===== src/rtl/muldiv_ctrl.sv =====
// muldiv_ctrl: radix-2 iterative MULT/MULTU/DIV/DIVU sequencer that owns the HI/LO write path.
// Latency: start accepted in cycle 0, hilo_we in cycle WIDTH+2 (cycle 1 for MULT/MULTU with MULDIV_FAST_MUL_EN).
// Backpressure: busy stalls the pipeline from the issue cycle through DONE; flush aborts and suppresses the write.
`timescale 1ns/1ps
module muldiv_ctrl #(
    parameter int WIDTH = 32
) (
    input  logic                 clk,
    input  logic                 rst,
    input  logic                 start,
    input  logic [1:0]           op,
    input  logic [WIDTH-1:0]     src_a,
    input  logic [WIDTH-1:0]     src_b,
    input  logic                 flush,
    output logic                 busy,
    output logic                 hilo_we,
    output logic [2*WIDTH-1:0]   hilo_out
);

    localparam logic [1:0] S_IDLE = 2'd0;
    localparam logic [1:0] S_CALC = 2'd1;
    localparam logic [1:0] S_FIX  = 2'd2;
    localparam logic [1:0] S_DONE = 2'd3;

    localparam logic [5:0] LAST_ITER = 6'(WIDTH - 1);

    logic [1:0]         state;
    logic [5:0]         cnt;
    logic               is_div;
    logic               sign_a;
    logic               sign_b;
    logic [WIDTH-1:0]   mag_a;
    logic [WIDTH-1:0]   mag_b;
    logic [WIDTH-1:0]   acc_hi;
    logic [WIDTH-1:0]   acc_lo;

    logic               accept;
    logic               op_signed;
    logic               neg_a_in;
    logic               neg_b_in;
    logic [WIDTH-1:0]   abs_a_in;
    logic [WIDTH-1:0]   abs_b_in;
    logic [WIDTH:0]     add_sum;
    logic [WIDTH:0]     rem_shift;
    logic [WIDTH:0]     rem_diff;
    logic [2*WIDTH-1:0] prod_raw;
    logic [2*WIDTH-1:0] prod_fix;
    logic [WIDTH-1:0]   quo_fix;
    logic [WIDTH-1:0]   rem_fix;
    logic [WIDTH-1:0]   orig_a;
    logic [2*WIDTH-1:0] result;

    // Issue decode: magnitudes and signs of the incoming operands, plus the combined stall.
    always_comb begin
        accept    = (state == S_IDLE) && start && !flush;
        op_signed = ~op[0];
        neg_a_in  = op_signed & src_a[WIDTH-1];
        neg_b_in  = op_signed & src_b[WIDTH-1];
        abs_a_in  = neg_a_in ? (~src_a + 1'b1) : src_a;
        abs_b_in  = neg_b_in ? (~src_b + 1'b1) : src_b;
        busy      = (state != S_IDLE) || accept;
        // Reset or flush in the DONE cycle must swallow the strobe.
        hilo_we   = (state == S_DONE) && !flush && !rst;
    end

    // One radix-2 step: shift-add for multiply, restoring shift-subtract for divide.
    always_comb begin
        add_sum   = {1'b0, acc_hi} + (acc_lo[0] ? {1'b0, mag_a} : '0);
        rem_shift = {acc_hi, acc_lo[WIDTH-1]};
        rem_diff  = rem_shift - {1'b0, mag_b};
    end

    // Sign correction and HI/LO packing; a zero divisor returns the raw dividend and all-ones.
    always_comb begin
        prod_raw = {acc_hi, acc_lo};
        prod_fix = (sign_a ^ sign_b) ? (~prod_raw + 1'b1) : prod_raw;
        quo_fix  = (sign_a ^ sign_b) ? (~acc_lo + 1'b1) : acc_lo;
        rem_fix  = sign_a ? (~acc_hi + 1'b1) : acc_hi;
        orig_a   = sign_a ? (~mag_a + 1'b1) : mag_a;
        if (!is_div)
            result = prod_fix;
        else if (mag_b == '0)
            result = {orig_a, {WIDTH{1'b1}}};
        else
            result = {rem_fix, quo_fix};
    end

`ifdef MULDIV_FAST_MUL_EN
    logic [2*WIDTH-1:0] fast_prod;

    // Single-cycle array product; sign-extending to full width makes one multiplier serve both signednesses.
    always_comb begin
        fast_prod = {{WIDTH{neg_a_in}} | {WIDTH{1'b0}}, src_a} * {{WIDTH{op_signed & src_b[WIDTH-1]}}, src_b};
        fast_prod = {{WIDTH{op_signed & src_a[WIDTH-1]}}, src_a} * {{WIDTH{op_signed & src_b[WIDTH-1]}}, src_b};
    end
`endif

    // Sequencer: IDLE -> CALC (WIDTH steps) -> FIX -> DONE, flush returns to IDLE from anywhere.
    always_ff @(posedge clk) begin
        if (rst) begin
            state    <= S_IDLE;
            cnt      <= '0;
            is_div   <= 1'b0;
            sign_a   <= 1'b0;
            sign_b   <= 1'b0;
            mag_a    <= '0;
            mag_b    <= '0;
            acc_hi   <= '0;
            acc_lo   <= '0;
            hilo_out <= '0;
        end else if (flush) begin
            state <= S_IDLE;
        end else begin
            case (state)
                S_IDLE: begin
                    cnt <= '0;
                    if (start) begin
                        is_div <= op[1];
                        sign_a <= neg_a_in;
                        sign_b <= neg_b_in;
                        mag_a  <= abs_a_in;
                        mag_b  <= abs_b_in;
                        acc_hi <= '0;
                        // Multiply consumes the multiplier from acc_lo; divide shifts the dividend out of it.
                        acc_lo <= op[1] ? abs_a_in : abs_b_in;
`ifdef MULDIV_FAST_MUL_EN
                        if (!op[1]) begin
                            hilo_out <= fast_prod;
                            state    <= S_DONE;
                        end else begin
                            state    <= S_CALC;
                        end
`else
                        state <= S_CALC;
`endif
                    end
                end
                S_CALC: begin
                    if (!is_div) begin
                        {acc_hi, acc_lo} <= {add_sum, acc_lo[WIDTH-1:1]};
                    end else if (!rem_diff[WIDTH]) begin
                        acc_hi <= rem_diff[WIDTH-1:0];
                        acc_lo <= {acc_lo[WIDTH-2:0], 1'b1};
                    end else begin
                        acc_hi <= rem_shift[WIDTH-1:0];
                        acc_lo <= {acc_lo[WIDTH-2:0], 1'b0};
                    end
                    cnt <= cnt + 6'd1;
                    if (cnt == LAST_ITER)
                        state <= S_FIX;
                end
                S_FIX: begin
                    hilo_out <= result;
                    state    <= S_DONE;
                end
                default: begin
                    state <= S_IDLE;
                end
            endcase
        end
    end

endmodule

===== config.mk =====
export PLATFORM = sky130hd
export DESIGN_NAME = muldiv_ctrl
export DESIGN_NICKNAME = d
export VERILOG_FILES = /design/src/rtl/muldiv_ctrl.sv
export SDC_FILE = /design/constraint.sdc
export NUM_CORES = 1
export LEC_CHECK = 0
export BUFFER_PORTS_ARGS = -buffer_cell sky130_fd_sc_hd__buf_2
export CAP_MARGIN = 20
export CORE_UTILIZATION = 30
export CTS_CLUSTER_SIZE = 25
export DETAILED_ROUTE_END_ITERATION = 6
export SKIP_CTS_REPAIR_TIMING = 1
export SLEW_MARGIN = 5
export SYNTH_ARGS = -nofsm -noshare
export SYNTH_HDL_FRONTEND = slang
export SYNTH_SLANG_ARGS = --single-unit

===== constraint.sdc =====
create_clock -name clk -period 3.97 [get_ports clk]
set_clock_uncertainty 0.15 [all_clocks]
set_input_delay 0.5955 -clock clk [delete_from_list [all_inputs] [get_ports clk]]
set_output_delay 0.5955 -clock clk [all_outputs]
set_load 0.005 [all_outputs]

==> Implementation_results.wiki <==
{| class="wikitable"
! Metric !! Value
|-
| Clock tree buffer depth || 3
|-
| Final Worst Setup Slack || 0.3168 ns
|-
| Area fraction in compound gates after synthesis || 27.98%
|-
| CTS tree || built
|-
| Most frequent cells in the layout || 243 x sky130_fd_sc_hd__nor2_1, 216 x sky130_fd_sc_hd__a21oi_1, 201 x sky130_fd_sc_hd__dfxtp_1
|-
| GR met3 Demand/Resource || 2.996%
|-
| Fraction of registers with async set or reset after synthesis || 0%
|-
| Routed wire per std cell || 21.81 µm
|-
| Layer with the highest usage || met2
|-
| Post-layout minimum cycle time || 3.653 ns
|-
| Endpoint kind of the worst setup timing path || register
|-
| Width of the die || 238.3 µm
|-
| Total number of vias || 17870
|-
| Most frequent cell on the critical path || sky130_fd_sc_hd__o21ai_0
|-
| Share of cells above drive strength 1 || 13.94%
|-
| Outcome || finished, final reports clean
|-
| Leakage || 7.819 nW
|-
| Floorplan row count || 86
|-
| Primary FF master, synth || sky130_fd_sc_hd__dfxtp_1
|-
| Via count of the first global-routing pass || 17030
|-
| Initial core utilization || 30.42%
|-
| Avg Vias per Cell || 5.710
|-
| Maximum fanout along the worst path || 23
|-
| Tcrit/Tclk final || 92.02%
|-
| Last weighted congestion value of the routability-driven placer || 0.9663
|-
| Pre-CTS setup slack || 0.2716 ns
|-
| Port Buffers || 135
|-
| Adder-cell share of the synthesized area || 5.764%
|-
| Unrepaired setup endpoints after global routing || false
|-
| Yosys synthesis warning count || 0
|-
| Count of fill cells added during filler insertion || 5939
|-
| Vert. Die Dim || 238.3 µm
|-
| Wire length of the first global-routing pass || 102.9 mm
|-
| Data arrival time of the critical path || 3.92 ns
|-
| Most common library cell in the layout ignoring fill and taps || sky130_fd_sc_hd__nor2_1
|-
| Worst setup path class || register to register
|-
| Final Routed Wirelength || 68.24 mm
|-
| Hold Crit Depth || 3
|-
| Path depth of the worst reg2reg path || 11
|-
| Unique masters post-synth || 85
|-
| Critical path depth || 11
|-
| Root buffer cell || sky130_fd_sc_hd__clkbuf_16
|-
| Area of the mapped netlist || 0.01676 mm²
|-
| Clock-pin transition on the worst setup and hold timing paths || 0.06 ns
|-
| Number of H-tree levels || 1
|-
| Fraction of the mapped netlist area in simple logic gates || 20.98%
|-
| Average instance area after synthesis || 7.389 µm²
|-
| Dominant combinational cell family by area after synthesis || compound AO/OA/AOI/OAI gates
|-
| Endpoints failing setup || 0
|-
| Number of flops mapped to enable cells by yosys || 0
|-
| Startpoint types || register
|-
| FF+latch count, synth || 203
|-
| Syn-to-layout area delta || 16.17%
|-
| Max_slew headroom || 45.41%
|-
| Total die area || 0.05681 mm²
|-
| Maximum number of pins on one net before global-route repair || 59
|-
| Diode count || 0
|-
| Synthesized instance count || 2268
|-
| Clock insertion delay at the later pin of the skew report || 0.56 ns
|-
| Fin. max-slew vios || 0
|-
| Crit-path max cell delay || 0.55 ns
|-
| Top-Level Pins || 136
|-
| Post-synthesis sequential area ratio || 24.25%
|-
| Power Dens Cells || 313.9 mW/mm²
|-
| Final global-route overflow total || 0
|-
| Path category of the worst min-delay check || input port to register
|-
| Antenna violations before repair || 4
|-
| Least-Margin Pin Slew || 0.7982 ns
|-
| Gr usage total || 23.38%
|-
| Final hold vios || 0
|-
| DR DRC count || 0
|-
| Kind of cell adding the most delay to the critical path || compound AO/OA/AOI/OAI gates
|-
| Number of antenna-violating nets in the routed design || 0
|-
| Xor/xnor share of the synthesized area || 10.51%
|-
| WP buf/inv || 1
|-
| Maximum ir drop on the vdd rail || 306.7 µV
|-
| Proportion of synthesized area in mux cells || 4.786%
|-
| Drt first pass iters || 6
|-
| Post-Syn Nets || 2414
|-
| Peak clock frequency supported by timing || 273.7 MHz
|-
| Met1 track demand over resource || 30.71%
|-
| Met2 usage || 38.26%
|-
| CP Data Required Time || 4.24 ns
|-
| Number of DRC markers after the initial detailed-route iteration || 1676
|-
| Max cap viols || 0
|-
| Clock buffer count from CTS || 24
|-
| CTS sink cnt || 203
|-
| Final TNS setup || 0 ns
|-
| Placeable Area || 0.05509 mm²
|-
| Worst-path cell chain || ha_1 > nand2b_1 > a21oi_1 > o31ai_2 > o21ai_0 > or2_2 > a221oi_4 > buf_4 > nor3b_1 > a221oi_1 > o21ai_0
|-
| Max stage delay cell, worst path || sky130_fd_sc_hd__dfxtp_1
|-
| Final Net Count || 2511
|-
| HPWL after detailed placement || 54.23 mm
|}
## power breakdown
group,internal [mW],switching (mW),total [mW],leakage [nW]
Sequential,2.12,0.127,2.25,1.65
Combinational,0.501,0.900,1.40,5.73
Clock,1.53,0.933,2.46,0.432
Total,4.15,1.96,6.11,7.82
## path summary, 6_finish.rpt
kind,end,slack [ns],start
hold reg to reg,hilo_out[53],0.30,hilo_out[53]
setup reg to reg,acc_hi[28],0.32,acc_hi[1]
hold / removal,mag_b[0],0.22,src_b[0]
setup / recovery,acc_hi[28],0.32,acc_hi[1]
## stage by stage
step / cell area, µm² / power, mW / hold WS [ns] / util, % / std cells
floorplan: 16760 / 3.114 / 0.2946 / - / 2268
global placement: 18570 / 3.649 / 0.2958 / 33.70 / 3086
detailed placement: 18570 / 3.659 / 0.2953 / 33.71 / 3087
CTS: 19460 / 6.123 / 0.1931 / 35.32 / 3129
global route: 19470 / 6.339 / 0.2237 / 35.33 / 3129
finish: 19470 / 6.110 / 0.2150 / 35.33 / 3129
## layer usage
layer,vias up,wire length [µm],part of all wire (%)
li1,8449,-,-
met1,8520,29040,43
met2,743,31430,46
met3,154,4575,6.7
met4,0,3197,4.7
met5,-,0,0
## flip-flops by register name (all words and copies together), names as in the netlist, 2 cells and up
signal and flops:
hilo_out 64, acc_lo 32, cnt 6, mag_a 32
acc_hi 32, state 2, mag_b 32
## kinds of logic after synthesis
kind of cell             after synthesis
AO/OA/AOI/OAI                        740
XOR/XNOR                             201
adder cells (fa/ha/maj)               76
buffers and inverters                251
flip-flops                           203
multiplexers                          74
AND/OR/NAND/NOR                      723
## synth_stat cells, drive strengths merged (6+ instances only)
master,count,area (µm²)
or3,9,61.31
a221oi,12,111.4
a211oi,91,683.2
a22oi,23,172.7
nand2b,25,156.4
o22ai,13,81.33
and3,13,81.33
o21a,7,52.55
and2,40,251.5
o211ai,30,225.2
nand4,19,118.9
a21oi,217,1086
nor4,44,311.6
nor2,247,927.1
clkbuf,154,578.1
ha,74,925.9
a21o,35,262.8
nand2,162,610.6
nor3,61,305.3
nor2b,15,96.34
xor2,71,621.9
a311oi,7,61.31
o21bai,6,45.04
buf,17,82.58
a31oi,22,137.6
nand3,39,195.2
or4,20,165.2
xnor2,130,1139
o221ai,7,61.31
nor3b,8,60.06
or2,10,62.56
inv,79,296.5
o21ai,172,860.8
o41ai,14,122.6
dfxtp,203,4064
mux2i,61,610.6
mux2,9,101.4
o31ai,26,195.2
a2111oi,7,62.56
## worst register-to-register path: stages (launching register included)
cell and delay [ns]:
sky130_fd_sc_hd__dfxtp_1 0.55, sky130_fd_sc_hd__ha_1 0.36, sky130_fd_sc_hd__nand2b_1 0.14, sky130_fd_sc_hd__a21oi_1 0.13
sky130_fd_sc_hd__o31ai_2 0.38, sky130_fd_sc_hd__o21ai_0 0.22, sky130_fd_sc_hd__or2_2 0.37, sky130_fd_sc_hd__a221oi_4 0.40
sky130_fd_sc_hd__buf_4 0.37, sky130_fd_sc_hd__nor3b_1 0.11, sky130_fd_sc_hd__a221oi_1 0.23, sky130_fd_sc_hd__o21ai_0 0.12
## layout make-up
class	instances	area (µm²)	area share, %
clock buffer	35	723.2	3.715
clock inverter	7	163.9	0.8420
inverter	80	300.3	1.543
multi-input combinational	1814	11790	60.58
sequential	203	4069	20.90
tap	748	935.9	4.808
timing repair buffer	242	1481	7.610
No activity file was read; power rests on OpenSTA's default activity.
